--- src/rtl/graphics_pkg.sv ---
// Shared definitions for the draw sequencer: FSM state encoding, channel
// indices and the default set of channels that get a black-clear pass.
package graphics_pkg;

  typedef enum logic [2:0] {
    IDLE     = 3'd0,
    CLR_GO   = 3'd1,
    CLR_WAIT = 3'd2,
    DRW_GO   = 3'd3,
    DRW_WAIT = 3'd4
  } state_e;

  localparam int CH_MONEY   = 0;
  localparam int CH_SELECT  = 1;
  localparam int CH_UPGRADE = 2;
  localparam int CH_AUX     = 3;

  // Only the selection highlight leaves residue that must be blacked out first.
  localparam logic [3:0] DEF_CLEAR_MASK = 4'b0010;

endpackage

--- src/rtl/prio_encoder.sv ---
// Combinational lowest-index-wins priority encoder.
module prio_encoder #(
  parameter int N     = 4,
  parameter int IDX_W = 2
) (
  input  logic [N-1:0]     vec_i,
  output logic [IDX_W-1:0] idx_o,
  output logic             valid_o
);

  // Scan from the top down so the lowest set index is the last to assign.
  always_comb begin
    idx_o   = '0;
    valid_o = 1'b0;
    for (int i = N - 1; i >= 0; i--) begin
      if (vec_i[i]) begin
        idx_o   = IDX_W'(i);
        valid_o = 1'b1;
      end
    end
  end

endmodule

--- src/rtl/draw_sequencer.sv ---
// Latches per-channel draw requests on the frame pulse and serves them one at
// a time, by fixed priority, through a go/done handshake with the pixel drawer.
import graphics_pkg::*;

module draw_sequencer #(
  parameter int               NUM_CH     = 4,
  parameter int               CH_W       = 2,
  parameter logic [NUM_CH-1:0] CLEAR_MASK = NUM_CH'(DEF_CLEAR_MASK),
  parameter int               TIMEOUT    = 1023,
  parameter int               TO_W       = 10
) (
  input  logic              clock,
  input  logic              resetn,
  input  logic              pulse,
  input  logic [NUM_CH-1:0] req,
  input  logic              draw_done,
  output logic              draw_go,
  output logic [CH_W-1:0]   draw_ch,
  output logic              draw_black,
  output logic              busy,
  output logic [NUM_CH-1:0] pending,
  output logic              timeout_err,
  output state_e            state_dbg
);

  // Handshake: draw_go is a one-cycle start strobe with draw_ch/draw_black
  // valid alongside it and held until completion; draw_done is a one-cycle
  // strobe honoured only in the *_WAIT states, never in the cycle of draw_go.

  state_e              state_q, state_d;
  logic [CH_W-1:0]     draw_ch_q, draw_ch_d;
  logic [NUM_CH-1:0]   pending_q, pending_d;
  logic [TO_W-1:0]     wd_q, wd_d;
  logic                terr_q, terr_d;
  logic [NUM_CH-1:0]   clr_vec;
  logic [CH_W-1:0]     sel_idx;
  logic                sel_valid;
  logic                wd_expire;

  prio_encoder #(
    .N     (NUM_CH),
    .IDX_W (CH_W)
  ) u_prio (
    .vec_i   (pending_q),
    .idx_o   (sel_idx),
    .valid_o (sel_valid)
  );

  assign wd_expire = (TIMEOUT != 0) && (wd_q == TO_W'(TIMEOUT - 1));

  always_ff @(posedge clock or negedge resetn) begin
    if (!resetn) begin
      state_q   <= IDLE;
      draw_ch_q <= '0;
      pending_q <= '0;
      wd_q      <= '0;
      terr_q    <= 1'b0;
    end else begin
      state_q   <= state_d;
      draw_ch_q <= draw_ch_d;
      pending_q <= pending_d;
      wd_q      <= wd_d;
      terr_q    <= terr_d;
    end
  end

  always_comb begin
    state_d   = state_q;
    draw_ch_d = draw_ch_q;
    wd_d      = wd_q;
    terr_d    = terr_q;
    clr_vec   = '0;
    case (state_q)
      IDLE: begin
        if (sel_valid) begin
          draw_ch_d = sel_idx;
          state_d   = CLEAR_MASK[sel_idx] ? CLR_GO : DRW_GO;
        end
      end
      CLR_GO: begin
        state_d = CLR_WAIT;
        wd_d    = '0;
      end
      CLR_WAIT: begin
        if (draw_done) begin
          state_d = DRW_GO;
        end else if (wd_expire) begin
          terr_d             = 1'b1;
          clr_vec[draw_ch_q] = 1'b1;
          state_d            = IDLE;
        end else begin
          wd_d = wd_q + TO_W'(1);
        end
      end
      DRW_GO: begin
        state_d = DRW_WAIT;
        wd_d    = '0;
      end
      DRW_WAIT: begin
        // A hung drawer abandons the request the same way a completion retires it.
        if (draw_done || wd_expire) begin
          clr_vec[draw_ch_q] = 1'b1;
          state_d            = IDLE;
          if (!draw_done) terr_d = 1'b1;
        end else begin
          wd_d = wd_q + TO_W'(1);
        end
      end
      default: state_d = IDLE;
    endcase
    // A new request on the retiring channel wins over the clear.
    pending_d = (pending_q & ~clr_vec) | (pulse ? req : '0);
  end

  always_comb begin
    draw_go     = (state_q == CLR_GO) || (state_q == DRW_GO);
    draw_black  = (state_q == CLR_GO) || (state_q == CLR_WAIT);
    busy        = (state_q != IDLE);
    draw_ch     = draw_ch_q;
    pending     = pending_q;
    timeout_err = terr_q;
    state_dbg   = state_q;
  end

endmodule

--- config.mk ---
export PLATFORM = sky130hd
export DESIGN_NAME = draw_sequencer
export DESIGN_NICKNAME = d
export VERILOG_FILES = /design/src/rtl/graphics_pkg.sv /design/src/rtl/prio_encoder.sv /design/src/rtl/draw_sequencer.sv
export SDC_FILE = /design/constraint.sdc
export NUM_CORES = 1
export LEC_CHECK = 0
export BUFFER_PORTS_ARGS = -buffer_cell sky130_fd_sc_hd__buf_2
export CORE_MARGIN = 3
export CORE_UTILIZATION = 54
export DETAILED_ROUTE_END_ITERATION = 7
export HOLD_SLACK_MARGIN = 0.15
export PLACE_DENSITY = 0.76
export SYNTH_ARGS = -nofsm -noshare
export SYNTH_HDL_FRONTEND = slang
export SYNTH_SLANG_ARGS = --single-unit
--- constraint.sdc ---
create_clock -name clock -period 2.2 [get_ports clock]
set_input_delay 0.11 -clock clock [delete_from_list [all_inputs] [get_ports clock]]
set_output_delay 0.11 -clock clock [all_outputs]
set_load 0.01 [all_outputs]
**Yosys cells after proc, flatten, opt, wreduce, memory -nomap -nowiden**

Cells that the tools add are included.

- Bits in registers: 20
- Latch bits: 0
- Memory bits (writable): 0
- Memory bits (read-only): 0
- Bits of input ports: 8
- Output and inout port bits: 13
- Logic and storage cells: 70
- Memories kept: 0

- $add $sub $neg: 1
- Multiply operators: 0
- Div/mod/pow operators: 0
- Order comparisons: 3
- Eq/ne operators: 13
- Shifts and indexed selects: 0
- Mux-type cells: 32
- Bitwise gates (word level): 3
- Reductions and logical operators: 13

Operators by type and width:

| operator | number |
|---|---|
| 10-bit two-way mux | 3 |
| 10-bit one-hot mux with 3 select lines | 1 |
| 4-bit two-way mux | 4 |
| 3-bit one-hot mux with 5 select lines | 1 |
| 2-bit inequality test (second input constant) | 7 |
| 3-bit two-way mux | 4 |
| 10-bit by 1-bit adder with 10-bit output (second input constant) | 1 |
| 10-bit equality test (second input constant) | 1 |
| 1-bit two-way mux | 10 |
| 2-bit two-way mux | 5 |
| 4-bit one-hot mux with 2 select lines | 1 |
| 3-bit by 2-bit equality test with 1-bit output (second input constant) | 2 |
| 2-bit by 3-bit less-than comparator with 1-bit output (second input constant) | 2 |
| 3-bit nonzero test | 2 |
| 5-bit AND reduction | 1 |
| 4-bit AND | 1 |
| 4-bit NOT | 1 |
| 4-bit bitwise OR | 1 |
| 4-bit AND reduction | 1 |
| 3-bit by 1-bit equality test with 1-bit output (second input constant) | 1 |
| 3-bit equality test (second input constant) | 1 |
| 3-bit logical NOT | 1 |
| 1-bit logical OR | 3 |
| 3-bit inequality test (second input constant) | 1 |
| other kinds (9) | 9 |

**Longest topological paths before layout**

Gate-level depths: netlist of run 1.

- Depth after elaboration: 10
- Depth in mapped cells: 7
- Gate-level depth less buffers: 6

**Modules after synthesis**

From an unflattened synthesis of run 1, not the netlist that was laid out.

- Cell total of the unflattened synthesis: 150
- Area, all modules: 1348.8 sq um

By module, submodules not included:

| module | instances | cells each | area each (sq um) | seq. area each (sq um) |
|---|---|---|---|---|
| draw_sequencer | 1 | 143 | 1313.8 | 500.5 |
| prio_encoder | 1 | 7 | 35.0 | 0.0 |

**Least setup slack after synthesis of run 1**

No wires, ideal clock.

- Kind: reg-to-reg
- Start: reg state_q[0] (netlist: state_dbg[0])
- End: reg wd_q[3]
- Setup time: 0.078 ns
- Data arrival time: 1.836 ns
- Data required time: 2.122 ns
- Slack: 0.286 ns
- Stages on the path, launching flop included: 7
- Buffers on the path: 2
- Period minus slack after synthesis: 1.914 ns
- Cell sequence: dfrtp_1 buf_6 or3b_4 a21o_1 buf_6 or4_1 a21oi_1

- Longest elaborated chain between the ends: 4
- Elaborated cells on any way between the ends: 11
- Classes of those cells: eq/ne (7); mux (1); reduce/logical (3)

Ends and longest elaborated chain:

| item | RTL line | text |
|---|---|---|
| from (decl) | draw_sequencer.sv:30 | `state_e state_q, state_d;` |
| from (signal assigned) | draw_sequencer.sv:59 | `state_q <= state_d;` |
| 3-bit by 1-bit equality test with 1-bit output / 3-bit by 2-bit equality test with 1-bit output (equally long branches) | draw_sequencer.sv:73 | `case (state_q)` |
| 2-bit OR reduction (no line) | - |  |
| 3-bit nonzero test (no line) | - |  |
| 4-bit AND reduction (no line) | - |  |
| to (signal assigned) | draw_sequencer.sv:62 | `wd_q <= wd_d;` |
| to (decl) | draw_sequencer.sv:33 | `logic [TO_W-1:0] wd_q, wd_d;` |

Several ways; a longest one is shown, not always the timed one.
A chain may end at the register's enable or synchronous reset.

**Final worst setup path of run 1**

- Start: reg state_q[1] (netlist: state_dbg[1])
- End: reg wd_q[3]

The elaborated chain is that of the path after synthesis.

==> flow_summary.toml, run 1 <==
[run_status]
status = "complete, no violations"

[worst_setup_path]
criticalPathCategory = "flip-flop to flip-flop"
cp.arrival_ps = 2160
r2r_cells = 4
r2r_start = "state_dbg[1]"
crit_path_end_kind = "flip-flop"
r2r_slack_ps = 270
timing.rr.end = "wd_q[3]"
start_kind = "flip-flop"
worstPathRequired_ps = 2430
cp_max_fo = 11

[power_and_ir_drop]
p_leak_nw = 0.558
irDropWorstVdd_mv = 0.540
power.density_nw_per_um2 = 974

[synth]
syn_avg_cell_area_um2 = 9.20
synth_top_flop_cell = "dfrtp_1"
ys_warn_count = 0
synthArstFlopShare = 1.00
synth_top_family_by_area = "simple AND/OR/NAND/NOR gates"
ys_ff_latch = 20
synth-edff-count = 0
synth_xor_xnor_area_share = 0.00749
syn-num-nets = 137
muxShareOfSynthArea = 0
synth.distinct_cells = 41
synth_cells = 127
syn_area_um2 = 1170
synth_simple_gate_area_share = 0.259
synth_fa_ha_area_frac = 0.0214
yosysSeqAreaShare = 0.428
synth_compound_area_frac = 0.216

[worst_hold_path]
hp-start = "draw_done"
holdCritPathClass = "input pin to flip-flop"
min_delay_worst_endpoint = "state_dbg[1]"
holdPathStages = 3

[timing]
finalClockSkew_ps = 4.12
finalCritPeriodShare = 0.878
rsz0062_at_grt = "no"
worst_pin_slew_ps = 561
fmax_mhz = 518
maxSlewViolCount = 0
relSlewSlack = 0.623
hold_viol = 0
tns_ps = 0
fin_crit_ps = 1930
setup_viol = 0

[placed_design]
numPortBuffers = 20
finalWeightedCongestion = 0.807
dp_hpwl_mm = 1.86

[floorplanning]
io_pins = 21
die_h_um = 52.5
core_um2 = 2000
initial_core_util = 0.584
die_area_um2 = 2760
rows = 16
fp.dieW_um = 52.5

[layout]
n_antenna_cell = 0
syn_to_final_growth_pct = 17.6
regArea_um2 = 500
finish.utilization = 0.686
layout.nets = 166
layout_common_cells = "dfrtp_1 (20), buf_2 (20), nand2_1 (13)"
multi_input_area_um2 = 589
nFillCells = 149
drive_gt1_frac = 0.208

[drt]
dr.pass1.iters = 4
dr.first_iter.drc_count = 42
drcViolationCount = 0
postRouteWirelength_mm = 2.74
viasPerCell = 6.06
wl_per_cell_um = 15.1
vias = 1097
ant_nets = 0

[cts]
clock_path_buffers = 2
cts_tree = "done"
cts_setup_buffers = 0
path_clk_slew_ps = 110
root_buffer = "clkbuf_4"
insertion_delay_ps = 290
clock-sinks = 20
cts.htree.levels = 1
numCtsBuffers = 3
cts_resized = 0

[global_route]
grt_pass1_wl_mm = 4.62
first_global_vias = 1082
grtUsageTotal = 0.225
grt_overflow_total = 0
grt_max_degree = 21
grt_antenna_before_repair = 0

[run]
maxCapViolations = 0
==> cell type report <==
class / count / area share
clock buffers: 3 / 0.0164
inverters: 4 / 0.0109
multi-input cells: 95 / 0.429
flip-flops and latches: 20 / 0.364
well taps: 27 / 0.0246
repair buffers: 32 / 0.155
==> logic make-up (layout without fill, tap and decap cells) <==
| logic type | count (synthesis) | after routing |
|---|---|---|
| flip-flops | 20 | 20 |
| AND/OR/NAND/NOR | 55 | 55 |
| AO/OA/AOI/OAI | 37 | 37 |
| XOR/XNOR | 1 | 1 |
| buffers and inverters | 12 | 39 |
| adder cells (fa/ha/maj) | 2 | 2 |
==> through the flow <==
stage	total power [mW]	setup slack [ps]	hold WS [ps]	instances	instance area, um2
after floorplan	1.01	286	-186	127	1170
after global placement	1.13	345	83.6	169	1260
after detailed placement	1.16	303	80.6	169	1260
after CTS	1.34	268	186	181	1370
after global routing	1.44	157	219	181	1370
final	1.34	268	187	181	1370
==> synthesized netlist by cell type (2+ instances only) <==
master	n	area [um2]
nor4_1	2	12.5
clkbuf_1	3	11.3
and3_1	2	12.5
o311ai_0	3	26.3
nand2_1	13	48.8
nand2b_1	5	31.3
o21ai_0	8	40.0
buf_6	3	33.8
ha_1	2	25.0
dfrtp_1	20	500
or4_1	4	30.0
o31ai_1	7	52.6
a21oi_1	6	30.0
nor2_1	10	37.5
nor3_1	2	10.0
a31oi_1	3	18.8
nand3_1	4	20.0
nand4_1	4	25.0
inv_1	4	15.0
==> layer usage <==
layer  up-vias  global-route usage  part of all wire
met4         0               0.115             0.021
met3         8              0.0370             0.038
met5         -                   0                 0
li1        538                   -                 -
met2        35               0.355              0.48
met1       516               0.294              0.46
==> worst max-delay path, cell delays in order, from the launching register on <==
cell,delay [ps]
dfrtp_1,510
or3b_4,430
a21o_1,290
or4_1,490
a21oi_1,150
==> flip-flops by register name (all words and copies together), names as in the netlist <==
name and cells:
draw_ch 2, timeout_err 1, wd_q 10, state_dbg 3
pending 4
==> where the power goes <==
part | internal (mW) | switching (mW) | total, mW
Sequential | 0.439 | 0.116 | 0.555
Combinational | 0.268 | 0.344 | 0.612
Clock | 0.0637 | 0.107 | 0.171
==> how the worst max path moves through the flow <==
stage                            start       to  slack [ps]  cells after the start
after floorplan           state_dbg[0]  wd_q[3]         290                      6
after global placement    state_dbg[1]  wd_q[3]         340                      4
after detailed placement  state_dbg[1]  wd_q[3]         300                      4
after CTS                 state_dbg[1]  wd_q[3]         270                      4
after global routing      state_dbg[1]  wd_q[3]         160                      4
final                     state_dbg[1]  wd_q[3]         270                      4
==> what timing repair did <==
item / CTS / global route
hold endpoints to repair: 24 / 0
endpoints found under the setup margin: 0 / 0
hold buffers: 9 / 0
(Power assumes the default switching activity.)
==> run 2, diff against run 1 <==
--- a/config.mk
+++ b/config.mk
@@ -6,7 +6,7 @@
 export NUM_CORES = 1
 export LEC_CHECK = 0
 export BUFFER_PORTS_ARGS = -buffer_cell sky130_fd_sc_hd__buf_2
-export CORE_MARGIN = 3
+export CORE_MARGIN = 1
 export CORE_UTILIZATION = 54
 export DETAILED_ROUTE_END_ITERATION = 7
 export HOLD_SLACK_MARGIN = 0.15
==> run 2 against run 1 <==
Compared with the run above:
- highest routed layer unchanged
- design area stayed put
- worst hold slack worse by 1.8 ps
- largest cell class unchanged
- sequential cell count stayed put
- critical endpoint unchanged
==> flow_summary.toml, run 2 (same netlist as run 1, synthesis figures left out) <==
[timing]
hold_viol = 0
setup_viol = 0
fin_crit_ps = 1940
finalClockSkew_ps = 4.92
maxSlewViolCount = 0
tns_ps = 0
relSlewSlack = 0.625
worst_pin_slew_ps = 558
rsz0062_at_grt = "no"
finalCritPeriodShare = 0.882
fmax_mhz = 515

[worst_setup_path]
start_kind = "flip-flop"
cp.arrival_ps = 2170
crit_path_end_kind = "flip-flop"
criticalPathCategory = "flip-flop to flip-flop"
cp_max_fo = 11
worstPathRequired_ps = 2430
r2r_cells = 4

[layout]
fin_area_um2 = 1370
multi_input_area_um2 = 589
n_antenna_cell = 0
drive_gt1_frac = 0.208
syn_to_final_growth_pct = 17.6
largest_register_ffs = 10
layout.nets = 166
regArea_um2 = 500
nFillCells = 180
layout_common_cells = "dfrtp_1 (20), buf_2 (20), nand2_1 (13)"
regMostFlops = "wd_q"

[floorplanning]
fp.dieW_um = 48.5
core_um2 = 2000
io_pins = 21
die_h_um = 48.5
die_area_um2 = 2350
initial_core_util = 0.584
rows = 16

[global_route]
grt_antenna_before_repair = 0
first_global_vias = 1052
grt_pass1_wl_mm = 4.79
grtUsageTotal = 0.262
grt_max_degree = 21
grt_overflow_total = 0

[drt]
ant_nets = 0
viasPerCell = 6.08
vias = 1101
postRouteWirelength_mm = 2.70
drcViolationCount = 0
dr.pass1.iters = 4
wl_per_cell_um = 14.9
dr.first_iter.drc_count = 15

[cts]
root_buffer = "clkbuf_4"
cts_resized = 0
cts.htree.levels = 1
cts_tree = "done"
clock-sinks = 20
cts_setup_buffers = 0
path_clk_slew_ps = 110
insertion_delay_ps = 300
numCtsBuffers = 3
clock_path_buffers = 2

[worst_hold_path]
holdCritPathClass = "input pin to flip-flop"
holdPathStages = 3

[power_and_ir_drop]
power.density_nw_per_um2 = 977
p_leak_nw = 0.558
irDropWorstVdd_mv = 0.774

[run]
maxCapViolations = 0

[run_status]
status = "complete, no violations"

[placed_design]
finalWeightedCongestion = 0.854
dpl_cell_area_um2 = 1260
numPortBuffers = 20
dp_hpwl_mm = 1.86
run 2: routing by layer:
metal	track usage	wire length, um	vias to the layer above
li1	-	-	533
met1	0.364	1340	536
met2	0.413	1230	26
met3	0.0346	78	6
met4	0.108	55	0
met5	0	0	-
run 2: final timing paths:
path                               from      endpoint  slack (ps)
max                        state_dbg[1]       wd_q[3]         260
max reg2reg                state_dbg[1]       wd_q[3]         260
max in group asynchronous        resetn       wd_q[1]        1610
min                           draw_done  state_dbg[1]         190
min reg2reg                 timeout_err   timeout_err         480
min in group asynchronous        resetn       wd_q[8]         270
run 2: through the flow:
stage | total power, mW | worst slack (ps) | util | hold WS, ps | std cells
after CTS | 1.35 | 278 | 0.686 | 184 | 181
after floorplan | 1.01 | 286 | - | -186 | 127
after global routing | 1.44 | 143 | 0.686 | 213 | 181
after detailed placement | 1.16 | 302 | 0.630 | 86.5 | 169
final | 1.34 | 259 | 0.686 | 185 | 181
after global placement | 1.13 | 346 | 0.630 | 81.6 | 169
run 2: cell type report:
type,instances,area share
multi-input combinational,95,0.429
sequential,20,0.364
timing repair buffer,32,0.155
tap,27,0.0246
clock buffer,3,0.0164
inverter,4,0.0109
run 2: repair_timing:
action | in CTS | in global routing
hold buffers | 9 | 0
endpoints found under the hold margin | 24 | 0
endpoints found under the setup margin | 0 | 0
run 2: report_power, final:
| part | switching [mW] | internal, mW |
|---|---|---|
| sequential | 0.117 | 0.439 |
| combinational | 0.339 | 0.268 |
| clock | 0.114 | 0.0638 |
| total | 0.571 | 0.771 |
run 2: critical path, cell delays in order (launching register included):
cell	delay [ps]
dfrtp_1	510
or3b_4	420
a21o_1	290
or4_1	500
a21oi_1	150
